==> config.mk <==
export PLATFORM = sky130hd
export DESIGN_NAME = uart_rx_ctrl
export DESIGN_NICKNAME = d
export VERILOG_FILES = /design/src/rtl/uart_rx_ctrl.sv
export SDC_FILE = /design/constraint.sdc
export NUM_CORES = 1
export LEC_CHECK = 0
export CORE_MARGIN = 1
export CORE_UTILIZATION = 45
export DETAILED_ROUTE_END_ITERATION = 12
export MAX_ROUTING_LAYER = met4
export PLACE_DENSITY = 0.7
export SYNTH_ARGS = -nofsm -noshare
export SYNTH_HDL_FRONTEND = slang
export SYNTH_SLANG_ARGS = --single-unit
==> constraint.sdc <==
create_clock -name clk -period 3.1 [get_ports clk]
set_input_delay 0.62 -clock clk [delete_from_list [all_inputs] [get_ports clk]]
set_output_delay 0.62 -clock clk [all_outputs]
set_load 0.02 [all_outputs]
==> src/rtl/uart_rx_ctrl.sv <==
// uart_rx_ctrl: oversampling UART receiver with a two-flop rx synchroniser and
// registered word/status outputs. Define UART_RX_PARITY_EN to add the parity bit stage.
module uart_rx_ctrl #(
  parameter int DATA_W     = 8,
  parameter int OVERSAMPLE = 16,
  parameter int STOP_BITS  = 1,
  parameter int PARITY_ODD = 0
) (
  input  logic              clk,
  input  logic              reset,
  input  logic              baud_tick,
  input  logic              rx,
  output logic [DATA_W-1:0] data_out,
  output logic              data_valid,
  output logic              parity_err,
  output logic              frame_err,
  output logic              busy
);

  localparam int TICK_W = $clog2(OVERSAMPLE);
  localparam int BIT_W  = $clog2(DATA_W + 1);

  localparam logic [TICK_W-1:0] TICK_ZERO = TICK_W'(0);
  localparam logic [TICK_W-1:0] TICK_ONE  = TICK_W'(1);
  localparam logic [TICK_W-1:0] HALF_LAST = TICK_W'(OVERSAMPLE / 2 - 1);
  localparam logic [TICK_W-1:0] FULL_LAST = TICK_W'(OVERSAMPLE - 1);
  localparam logic [BIT_W-1:0]  BIT_ZERO  = BIT_W'(0);
  localparam logic [BIT_W-1:0]  BIT_ONE   = BIT_W'(1);
  localparam logic [BIT_W-1:0]  DATA_LAST = BIT_W'(DATA_W - 1);
  localparam logic [BIT_W-1:0]  STOP_LAST = BIT_W'(STOP_BITS - 1);

  typedef enum logic [2:0] {
    ST_IDLE      = 3'd0,
    ST_START     = 3'd1,
    ST_DATA      = 3'd2,
`ifdef UART_RX_PARITY_EN
    ST_PARITY    = 3'd3,
`endif
    ST_STOP      = 3'd4,
    ST_WAIT_HIGH = 3'd5
  } state_t;

  function automatic logic parity_mismatch(input logic [DATA_W-1:0] word, input logic par_bit);
    parity_mismatch = (^word) ^ par_bit ^ (PARITY_ODD != 0);
  endfunction

  logic              rx_meta_r;
  logic              rx_sync_r;
  state_t            state_r;
  state_t            state_next_s;
  logic [TICK_W-1:0] tick_cnt_r;
  logic [BIT_W-1:0]  bit_cnt_r;
  logic [DATA_W-1:0] shift_r;
  logic              frame_acc_r;
  logic [DATA_W-1:0] data_out_r;
  logic              data_valid_r;
  logic              frame_err_r;
  logic              busy_r;
  logic              tick_end_s;
  logic              last_bit_s;
  logic              last_stop_s;
  logic              sample_s;
  logic              shift_en_s;
  logic              stop_en_s;
  logic              final_s;
`ifdef UART_RX_PARITY_EN
  logic              par_en_s;
  logic              par_bit_r;
  logic              parity_err_r;
`endif

  assign last_bit_s  = (bit_cnt_r == DATA_LAST);
  assign last_stop_s = (bit_cnt_r == STOP_LAST);

  // Two-flop synchroniser; idles high so reset never looks like a start bit.
  always_ff @(posedge clk or negedge reset) begin
    if (!reset) begin
      rx_meta_r <= 1'b1;
      rx_sync_r <= 1'b1;
    end else begin
      rx_meta_r <= rx;
      rx_sync_r <= rx_meta_r;
    end
  end

  // Half-bit wait in START centres every later sample in its bit cell.
  always_comb begin
    if (state_r == ST_START) begin
      tick_end_s = (tick_cnt_r == HALF_LAST);
    end else begin
      tick_end_s = (tick_cnt_r == FULL_LAST);
    end
  end

  // State register; busy is registered from the next state so it tracks state_r exactly.
  always_ff @(posedge clk or negedge reset) begin
    if (!reset) begin
      state_r <= ST_IDLE;
      busy_r  <= 1'b0;
    end else begin
      state_r <= state_next_s;
      busy_r  <= (state_next_s != ST_IDLE);
    end
  end

  // Next-state logic; every transition waits for a baud tick.
  always_comb begin
    state_next_s = state_r;
    if (baud_tick) begin
      case (state_r)
        ST_IDLE: begin
          if (!rx_sync_r) state_next_s = ST_START;
          else            state_next_s = ST_IDLE;
        end
        ST_START: begin
          if (tick_end_s) state_next_s = rx_sync_r ? ST_IDLE : ST_DATA;
          else            state_next_s = ST_START;
        end
        ST_DATA: begin
          if (tick_end_s && last_bit_s) begin
`ifdef UART_RX_PARITY_EN
            state_next_s = ST_PARITY;
`else
            state_next_s = ST_STOP;
`endif
          end else begin
            state_next_s = ST_DATA;
          end
        end
`ifdef UART_RX_PARITY_EN
        ST_PARITY: begin
          if (tick_end_s) state_next_s = ST_STOP;
          else            state_next_s = ST_PARITY;
        end
`endif
        ST_STOP: begin
          if (tick_end_s && last_stop_s) state_next_s = rx_sync_r ? ST_IDLE : ST_WAIT_HIGH;
          else                           state_next_s = ST_STOP;
        end
        ST_WAIT_HIGH: begin
          if (rx_sync_r) state_next_s = ST_IDLE;
          else           state_next_s = ST_WAIT_HIGH;
        end
        default: state_next_s = ST_IDLE;
      endcase
    end else begin
      state_next_s = state_r;
    end
  end

  // FSM output strobes for the datapath.
  always_comb begin
    sample_s   = baud_tick & tick_end_s;
    shift_en_s = 1'b0;
    stop_en_s  = 1'b0;
`ifdef UART_RX_PARITY_EN
    par_en_s   = 1'b0;
`endif
    case (state_r)
      ST_DATA:   shift_en_s = sample_s;
`ifdef UART_RX_PARITY_EN
      ST_PARITY: par_en_s   = sample_s;
`endif
      ST_STOP:   stop_en_s  = sample_s;
      default: begin
        shift_en_s = 1'b0;
        stop_en_s  = 1'b0;
      end
    endcase
    final_s = stop_en_s & last_stop_s;
  end

  // Tick and bit counters; the bit counter is reused to count stop bits.
  always_ff @(posedge clk or negedge reset) begin
    if (!reset) begin
      tick_cnt_r <= TICK_ZERO;
      bit_cnt_r  <= BIT_ZERO;
    end else if (baud_tick) begin
      if (state_r == ST_IDLE || state_r == ST_WAIT_HIGH || tick_end_s) tick_cnt_r <= TICK_ZERO;
      else                                                             tick_cnt_r <= tick_cnt_r + TICK_ONE;
      if (state_r == ST_IDLE) bit_cnt_r <= BIT_ZERO;
      else if (shift_en_s)    bit_cnt_r <= last_bit_s ? BIT_ZERO : bit_cnt_r + BIT_ONE;
      else if (stop_en_s)     bit_cnt_r <= last_stop_s ? BIT_ZERO : bit_cnt_r + BIT_ONE;
      else                    bit_cnt_r <= bit_cnt_r;
    end else begin
      tick_cnt_r <= tick_cnt_r;
      bit_cnt_r  <= bit_cnt_r;
    end
  end

  // Receive shift register (LSB arrives first) and stop-bit error accumulator.
  always_ff @(posedge clk or negedge reset) begin
    if (!reset) begin
      shift_r     <= {DATA_W{1'b0}};
      frame_acc_r <= 1'b0;
`ifdef UART_RX_PARITY_EN
      par_bit_r   <= 1'b0;
`endif
    end else begin
      if (shift_en_s) shift_r <= {rx_sync_r, shift_r[DATA_W-1:1]};
      else            shift_r <= shift_r;
      if (state_r == ST_IDLE) frame_acc_r <= 1'b0;
      else if (stop_en_s)     frame_acc_r <= frame_acc_r | ~rx_sync_r;
      else                    frame_acc_r <= frame_acc_r;
`ifdef UART_RX_PARITY_EN
      if (par_en_s) par_bit_r <= rx_sync_r;
      else          par_bit_r <= par_bit_r;
`endif
    end
  end

  // Result registers: loaded on the final stop sample, held until the next frame.
  always_ff @(posedge clk or negedge reset) begin
    if (!reset) begin
      data_out_r   <= {DATA_W{1'b0}};
      data_valid_r <= 1'b0;
      frame_err_r  <= 1'b0;
`ifdef UART_RX_PARITY_EN
      parity_err_r <= 1'b0;
`endif
    end else begin
      data_valid_r <= final_s;
      if (final_s) begin
        data_out_r   <= shift_r;
        frame_err_r  <= frame_acc_r | ~rx_sync_r;
`ifdef UART_RX_PARITY_EN
        parity_err_r <= parity_mismatch(shift_r, par_bit_r);
`endif
      end else begin
        data_out_r   <= data_out_r;
        frame_err_r  <= frame_err_r;
`ifdef UART_RX_PARITY_EN
        parity_err_r <= parity_err_r;
`endif
      end
    end
  end

  assign data_out   = data_out_r;
  assign data_valid = data_valid_r;
  assign frame_err  = frame_err_r;
  assign busy       = busy_r;
`ifdef UART_RX_PARITY_EN
  assign parity_err = parity_err_r;
`else
  assign parity_err = 1'b0;
`endif

endmodule

; Yosys cells after proc, flatten, opt, wreduce, memory -nomap -nowiden
; Index checks and enable logic that the tools add are counted.
[word_totals]
register_bits = 33
out_inout_bits = 12
[classes]
add_sub_neg = 2
n_eq_ne = 7
mux = 19
n_bitwise = 4
n_reduce_logical = 10
[op_table]
columns = operator, count
row1 = $mux 4, 6
row2 = $pmux 3 s5, 1
row3 = $mux 3, 4
row4 = $add 4x1->4 const B, 2
row5 = $eq 4x3->1 const B, 2
row6 = $eq 3x3->1 const B, 2
row7 = $mux 1, 6
row8 = $reduce_bool 3->1, 2
row9 = $eq 4x4->1 const B, 1
row10 = $logic_not 4->1, 1
row11 = $mux 2, 2
row12 = $eq 3x1->1 const B, 1
row13 = $eq 3x2->1 const B, 1
row14 = $logic_not 3->1, 1
row15 = $and 1x1->1, 2
row16 = $logic_and 1x1->1, 2
row17 = $logic_or 1x1->1, 2
row18 = $reduce_and 2->1, 1
row19 = $reduce_bool 2->1, 1
row20 = $not 1->1, 1
row21 = $or 1x1->1, 1

; Depth between registers and ports, before layout
; Gate-level depths: netlist of run 1.
[logic_depth]
depth_word = 7
mapped_depth = 8
mapped_depth_nobuf = 7

; Worst setup path after synthesis of run 1
; Ideal clock, no wire load.
[synth_path]
kind = register -> register
startpoint = register state_r[2]
endpoint = register data_out_r[0] (netlist: data_out[0])
setup_ps = 125
arrival_ps = 1906
required_time_ps = 2975
setup_slack_ps = 1068
path_stages_with_launch = 7
n_path_buf = 2
period_less_slack_ps = 2032
path_cell_list = dfrtp_1 -> buf_4 -> nor3b_1 -> mux2_4 -> or3_1 -> buf_6 -> mux2_4
[synth_between]
elab_chain_len = 5
[synth_rtl]
columns = item, line_no
row1 = "start, declared", 49  ; state_t state_r;
row2 = "start signal, assigned", 101  ; state_r <= state_next_s;
row3 = $eq 3x1->1, 88  ; if (state_r == ST_START) begin
row4 = $mux 1, 88
row5 = $and 1x1->1, 153  ; sample_s = baud_tick & tick_end_s;
row6 = $mux 1 (*), 159  ; case (state_r)
row7 = $and 1x1->1 (*), 170  ; final_s = stop_en_s & last_stop_s;
row8 = "end signal, assigned", 215  ; data_out_r <= {DATA_W{1'b0}};
row9 = "end signal, assigned", 224  ; data_out_r <= shift_r;
row10 = "end signal, assigned", 230  ; data_out_r <= data_out_r;
row11 = "end, declared", 55  ; logic [DATA_W-1:0] data_out_r;
; Every way passes the cells marked *; elsewhere a longest branch is shown, timed or not.
; A chain may end at the register's enable or synchronous reset.

; Final worst setup path of run 1
[layout_path]
startpoint = input baud_tick
endpoint = register data_out_r[6] (netlist: data_out[6])
[layout_between]
elab_chain_len = 3
[layout_rtl]
columns = item, line_no
row1 = "start, declared", 11  ; input logic baud_tick,
row2 = $and 1x1->1, 153
row3 = $mux 1, 159
row4 = $and 1x1->1, 170
; No other way between the ends.

==> results of run 1 <==
-- kinds of logic (layout without fill, tap and decap cells) --
logic type / count (synthesis) / in the layout / share of synthesized area (%)
and+or+nand+nor: 45 / 45 / 15.41
DFF: 33 / 33 / 50.50
AOI/OAI and AO/OA: 23 / 23 / 9.078
muxes: 20 / 20 / 15.94
buffers and inverters: 14 / 30 / 4.881
adders and majority gates: 4 / 4 / 2.899
xor gates and xnor gates: 2 / 2 / 1.068
other: 1 / 1 / 0.2286
-- final cells by class --
class,count,share of cell area (%)
Clock buffer,7,2.927
Clock inverter,1,1.597
Inverter,6,1.198
Multi-Input combinational cell,95,38.92
Sequential cell,33,44.05
Tap cell,46,3.061
Timing Repair Buffer,16,8.250
-- power groups by stage --
stage	Sequential (mW)	Combinational (mW)	Clock, mW
after detailed placement	0.552	0.217	0
after global routing	0.554	0.250	0.366
final	0.544	0.218	0.332
after CTS	0.543	0.219	0.341
after global placement	0.547	0.206	0
after floorplan	0.523	0.191	0
-- how the worst min path moves through the flow --
stage / endpoint / slack (ns) / cells past startpoint
CTS: rx_sync_r / 0.36 / 0
detailed placement: rx_sync_r / 0.35 / 0
global placement: rx_sync_r / 0.35 / 0
finish: rx_sync_r / 0.36 / 0
floorplan: bit_cnt_r[0] / 0.32 / 0
global route: rx_sync_r / 0.37 / 0
-- registers in the layout, summed over array words and instances, names as in the netlist --
name	cells
data_out	8
state_r	3
frame_acc_r	1
rx_sync_r	1
tick_cnt_r	4
frame_err	1
rx_meta_r	1
data_valid	1
busy	1
bit_cnt_r	4
shift_r	8
-- Yosys cell counts (all sizes together) --
| cell type | n | area [um^2] |
|---|---|---|
| maj3 | 1 | 10.01 |
| nand3b | 2 | 15.01 |
| dfstp | 2 | 52.55 |
| nand4 | 1 | 6.260 |
| o21ai | 10 | 50.05 |
| or3b | 2 | 17.52 |
| o31ai | 1 | 7.510 |
| and3b | 1 | 8.760 |
| clkbuf | 2 | 7.510 |
| inv | 6 | 22.52 |
| dfrtp | 31 | 775.7 |
| mux2 | 19 | 251.5 |
| xor2 | 1 | 8.760 |
| ha | 3 | 37.54 |
| buf | 6 | 50.04 |
| or4 | 1 | 7.510 |
| nor2 | 7 | 28.78 |
| o221ai | 1 | 8.760 |
| and3 | 2 | 12.51 |
| nor2b | 2 | 12.51 |
| a31oi | 1 | 6.260 |
| o41ai | 1 | 8.760 |
| nand3 | 5 | 30.03 |
| mux2i | 1 | 10.01 |
| or3 | 2 | 12.51 |
| o311ai | 1 | 8.760 |
| nor3 | 3 | 15.01 |
| a21oi | 2 | 10.01 |
| nand4bb | 1 | 11.26 |
| o2bb2ai | 1 | 8.760 |
| nand2b | 2 | 12.51 |
| or4b | 1 | 10.01 |
| a2bb2oi | 1 | 8.760 |
| nand2 | 12 | 45.04 |
| nor3b | 1 | 7.510 |
| xnor2 | 1 | 8.760 |
| o211ai | 2 | 15.01 |
| o22ai | 1 | 6.260 |
| conb | 1 | 3.750 |
| o32a | 1 | 10.01 |
-- metrics by stage --
stage               area, um^2  power, mW
floorplan                 1640     0.7137
global placement          1795     0.7525
detailed placement        1795     0.7693
CTS                       1881      1.103
global route              1881      1.169
finish                    1881      1.094
-- layer usage --
metal / vias up / track usage, % / part of all wire [%]
met5: - / - / 0
met4: 0 / 6.105 / 1.5
met3: 5 / 3.832 / 2.9
met2: 20 / 28.71 / 48
met1: 526 / 22.35 / 48
li1: 534 / - / -
==> run metrics, run 1 <==
outcome completed; RSZ-0062 raised after global routing false; post-CTS setup buffers 0; R2R setup slack 0.75 ns; first-pass GRT wire length 5202 um; Clk pwr share 30.3%; CTS clock-pin slew for the worst setup and hold paths 0.09 ns; post-DR wirelength/cell 14.60 um; count of final setup violators 0; FP Rows 21; Critical R2R Launch state_r[2]; Max-Cap Viols 0; TritonCTS Sinks 33; CTS buffer count 5; slew margin rel. 60.09%; post-synthesis net count 149; worst hold start rx_meta_r; CP max stage delay 0.62 ns; Synth cell types 46; Int Power 771.9 uW; crit path buf inv count 1; P_sw 321.7 uW; Iteration-0 DRC Markers 40; Fill cells 302; logic gate share of total power 19.9%; hpwl dp 2070 um; Antenna Violating Nets Remaining 0; Yosys warning total 0; Starting Density 48.02%; CTS tree yes; Final Skew 0.009457 ns; core area 0.003416 mm^2; non-filler cells, final 204; critical path depth 5; Final Hold Fails 0; Root Driver clkbuf_4; GPL Wtd Cong 0.8284; reg2reg path depth 4; Final min period 2.363 ns; Seq/Total Area, Yosys 50.50%; Slowest cell on crit path clkdlybuf4s50_1; Layout Nets 164; syn_area_per_cell 11.55 um^2; iteration count of the initial detailed-routing pass 4; Hold/Removal Path Class register to register; CP arrival 2.57 ns; Vias/cell 5.319; number of slew-limit violations in the final report 0; cts hold-fix bufs 0; r2r endpoint data_out[6]; Synth Instances 142; Critical Path Start baud_tick; share of cells above drive strength 1 20.89%; Crit Path Max Fanout 9; WHS 0.3632 ns; pwr dens 581.5 mW/mm^2; width of the die 62.38 um; GRT Residual Overflow 0; Setup Slack @ Placement 0.4301 ns; worst path setup slack after routing 0.7370 ns; crit-path leading delay family simple AND/OR/NAND/NOR gates; CP required 3.31 ns; Final period util 76.23%; number of instances in the placed design 196; synthesized flop and latch total 33; setup TNS 0 ns; slew at the pin with the worst max-slew slack 0.5986 ns; DRC errors left 0; initial antenna violation count 0; storage element area 828.3 um^2; Worst Setup EP data_out[6]; Core Util, Final 55.05%; Clock Path Buffers 2; number of antenna diodes 0; CTS resizes 0; critical path type input pin to register; Flop pwr share 49.7%; largest net degree at the start of global routing 34; CP Capture Type register; switching share of power 29.42%; Buffers on Ports 14; clk_lat worst skew 0.33 ns; area of the multi-input gates 732.0 um^2; chip height 62.38 um; most frequent cells in the layout 31 x dfrtp_1, 14 x clkdlybuf4s50_1, 12 x nand2_1, 10 x mux2_4, 10 x o21ai_0; Lkg Pwr 0.8614 nW; synthesis-to-finish area growth 14.65%; Startpoint Class input pin; vias 1085; # IOs 16; Netlist Area Pre-Place 0.001640 mm^2; WL final 2978 um; Max IR drop VDD 323.0 uV; vias in the first global route 1124; fmax 423.2 MHz; crit path cell chain clkdlybuf4s50_1, nor2b_1, nand2_1, or3_1, mux2_4; All-Layer GR Usage 17.84%; Clock H-tree levels 2; commonest non-fill, non-tap cell in the layout dfrtp_1; die area 0.003891 mm^2
Power figures use the tool's default switching activity.
==> run 2, diff against run 1 <==
--- a/config.mk
+++ b/config.mk
@@ -9,7 +9,7 @@
 export CORE_UTILIZATION = 45
 export DETAILED_ROUTE_END_ITERATION = 12
 export MAX_ROUTING_LAYER = met4
-export PLACE_DENSITY = 0.7
+export PLACE_DENSITY = 0.73
 export SYNTH_ARGS = -nofsm -noshare
 export SYNTH_HDL_FRONTEND = slang
 export SYNTH_SLANG_ARGS = --single-unit
==> constraint.sdc (replaced) <==
create_clock -name clk -period 1.9 [get_ports clk]
set_input_delay 0.38 -clock clk [delete_from_list [all_inputs] [get_ports clk]]
set_output_delay 0.38 -clock clk [all_outputs]
set_load 0.02 [all_outputs]
==> run metrics, run 2 (synthesis gave the netlist of run 1 again) <==
synthesis-to-finish area growth 32.57% (was 14.65%); TritonCTS Sinks 33 (unchanged); pwr dens 944.5 mW/mm^2 (was 581.5 mW/mm^2); WL final 3338 um (was 2978 um); CP arrival 2.18 ns (was 2.57 ns); crit-path leading delay family simple AND/OR/NAND/NOR gates (unchanged); hpwl dp 2328 um (was 2070 um); Root Driver clkbuf_4 (unchanged); core area 0.003416 mm^2 (unchanged); cts hold-fix bufs 0 (unchanged); slew margin rel. 63.98% (was 60.09%); count of final setup violators 11 (was 0); fmax 509.7 MHz; crit path buf inv count 2 (was 1); commonest non-fill, non-tap cell in the layout dfrtp_1 (unchanged); outcome finished with violations (was completed); first-pass GRT wire length 5692 um (was 5202 um); R2R setup slack -0.06 ns (was 0.75 ns); Critical R2R Launch bit_cnt_r[0] (was state_r[2]); CP Capture Type register (unchanged); Clock Path Buffers 2 (unchanged); GPL Wtd Cong 0.8937 (was 0.8284); CP max stage delay 0.41 ns (was 0.62 ns); CP required 2.12 ns (was 3.31 ns); Clock H-tree levels 2 (unchanged); die area 0.003891 mm^2 (unchanged); worst hold path depth 0 (unchanged); chip height 62.38 um (unchanged); vias 1202 (was 1085); critical path type register to register (was input pin to register); Startpoint Class register (was input pin); GRT Residual Overflow 0 (unchanged); initial antenna violation count 0 (unchanged); r2r endpoint data_out[4] (was data_out[6]); CTS clock-pin slew for the worst setup and hold paths 0.11 ns (was 0.09 ns); CTS tree yes (unchanged); Final period util 103.3%; FP Rows 21 (unchanged); Cell Area, Placed 0.001996 mm^2 (was 0.001795 mm^2); crit path cell chain inv_2, ha_1, or3b_4, or3_4, buf_6, mux2_4 (was clkdlybuf4s50_1, nor2b_1, nand2_1, or3_1, mux2_4); violated checks negative setup slack; Starting Density 48.02% (unchanged); Max-Cap Viols 0 (unchanged); largest net degree at the start of global routing 34 (unchanged); number of slew-limit violations in the final report 0 (unchanged); share of cells above drive strength 1 38.92% (was 20.89%); number of instances in the placed design 220 (was 196); clk_lat worst skew 0.33 ns (about the same); most frequent cells in the layout 31 x dfrtp_1, 25 x buf_4, 14 x clkdlybuf4s50_1, 12 x nand2_1 (was 31 x dfrtp_1, 14 x clkdlybuf4s50_1, 12 x nand2_1, 10 x mux2_4, 10 x o21ai_0); worst hold start rx_meta_r (unchanged); Iteration-0 DRC Markers 47 (was 40); Buffers on Ports 14 (unchanged); number of antenna diodes 0 (unchanged); slew at the pin with the worst max-slew slack 0.5347 ns (was 0.5986 ns); width of the die 62.38 um (unchanged); non-filler cells, final 231 (was 204); # IOs 16 (unchanged); worst path setup slack after routing -0.06177 ns (was 0.7370 ns); vias in the first global route 1199 (was 1124); Lkg Pwr 1.019 nW (was 0.8614 nW); Final Cell Area 0.002175 mm^2 (was 0.001881 mm^2); Vias/cell 5.203 (was 5.319); Layout Nets 191 (was 164); CTS buffer count 5 (unchanged); Final min period 1.962 ns; Final Hold Fails 0 (unchanged); All-Layer GR Usage 19.76% (was 17.84%); DRC errors left 0 (unchanged); Antenna Violating Nets Remaining 0 (unchanged); Hold/Removal Path Class register to register (unchanged); Slowest cell on crit path dfrtp_1 (was clkdlybuf4s50_1); WHS Endpoint rx_sync_r (unchanged); reg2reg path depth 6 (was 4); post-DR wirelength/cell 14.45 um (was 14.60 um); Setup Slack @ Placement -0.2537 ns (was 0.4301 ns); RSZ-0062 raised after global routing true (was false); iteration count of the initial detailed-routing pass 5 (was 4); Crit Path Max Fanout 5 (was 9); Core Util, Final 63.66% (was 55.05%); Final Skew 0.01036 ns (was 0.009457 ns); Max IR drop VDD 684.7 uV (was 323.0 uV)
-- run 2: cell types whose count changed in the layout (fill, tap and decap cells not counted), sizes merged --
cell  before  now
buf        2   29
-- run 2: timing repair --
item / in CTS / in global routing
gates resized for setup: 12 / 5
cloned: 1 / 0
setup buffers: 2 / 0
endpoints found under the setup margin: 11 / 14
pin swaps: 7 / 2
-- run 2: layout make-up --
type	instances	area (um^2)
Sequential cell	33	828.3
Inverter	6	22.52
Fill cell	274	1241
Timing Repair Buffer	43	381.6
Clock inverter	1	30.03
Tap cell	46	57.56
Multi-Input combinational cell	95	799.5
Clock buffer	7	55.05
-- run 2: worst max-delay path by stage --
| stage | startpoint | end | slack, ns | cells after the start |
|---|---|---|---|---|
| after global routing | bit_cnt_r[0] | busy | -0.12 | 7 |
| after global placement | baud_tick | data_out[6] | -0.24 | 6 |
| after CTS | state_r[2] | data_out[4] | -0.05 | 5 |
| final | bit_cnt_r[0] | data_out[4] | -0.06 | 6 |
| after detailed placement | baud_tick | data_out[5] | -0.25 | 6 |
| after floorplan | bit_cnt_r[0] | data_out[0] | -0.06 | 7 |
-- run 2: stage by stage --
stage,power (mW),hold slack (ns),TNS (ns)
after floorplan,1.171,0.08441,-0.5670
final,2.054,0.3638,-0.5329
after global placement,1.403,0.3468,-3.959
after global routing,2.170,0.3757,-1.180
after detailed placement,1.438,0.3501,-4.427
after CTS,2.054,0.3649,-0.4427
-- run 2: report_power, final --
part           total (mW)  switching (mW)  internal [mW]
Combinational       0.645           0.300          0.345
Sequential          0.850          0.0671          0.783
Clock               0.558           0.244          0.314
Total                2.05           0.611           1.44
-- run 2: layer usage --
layer	up-vias	global-route usage, %	routed length, um
met2	20	30.91	1652
met1	593	25.75	1555
met3	4	4.380	106
li1	585	-	-
met4	0	6.105	23
met5	-	-	0
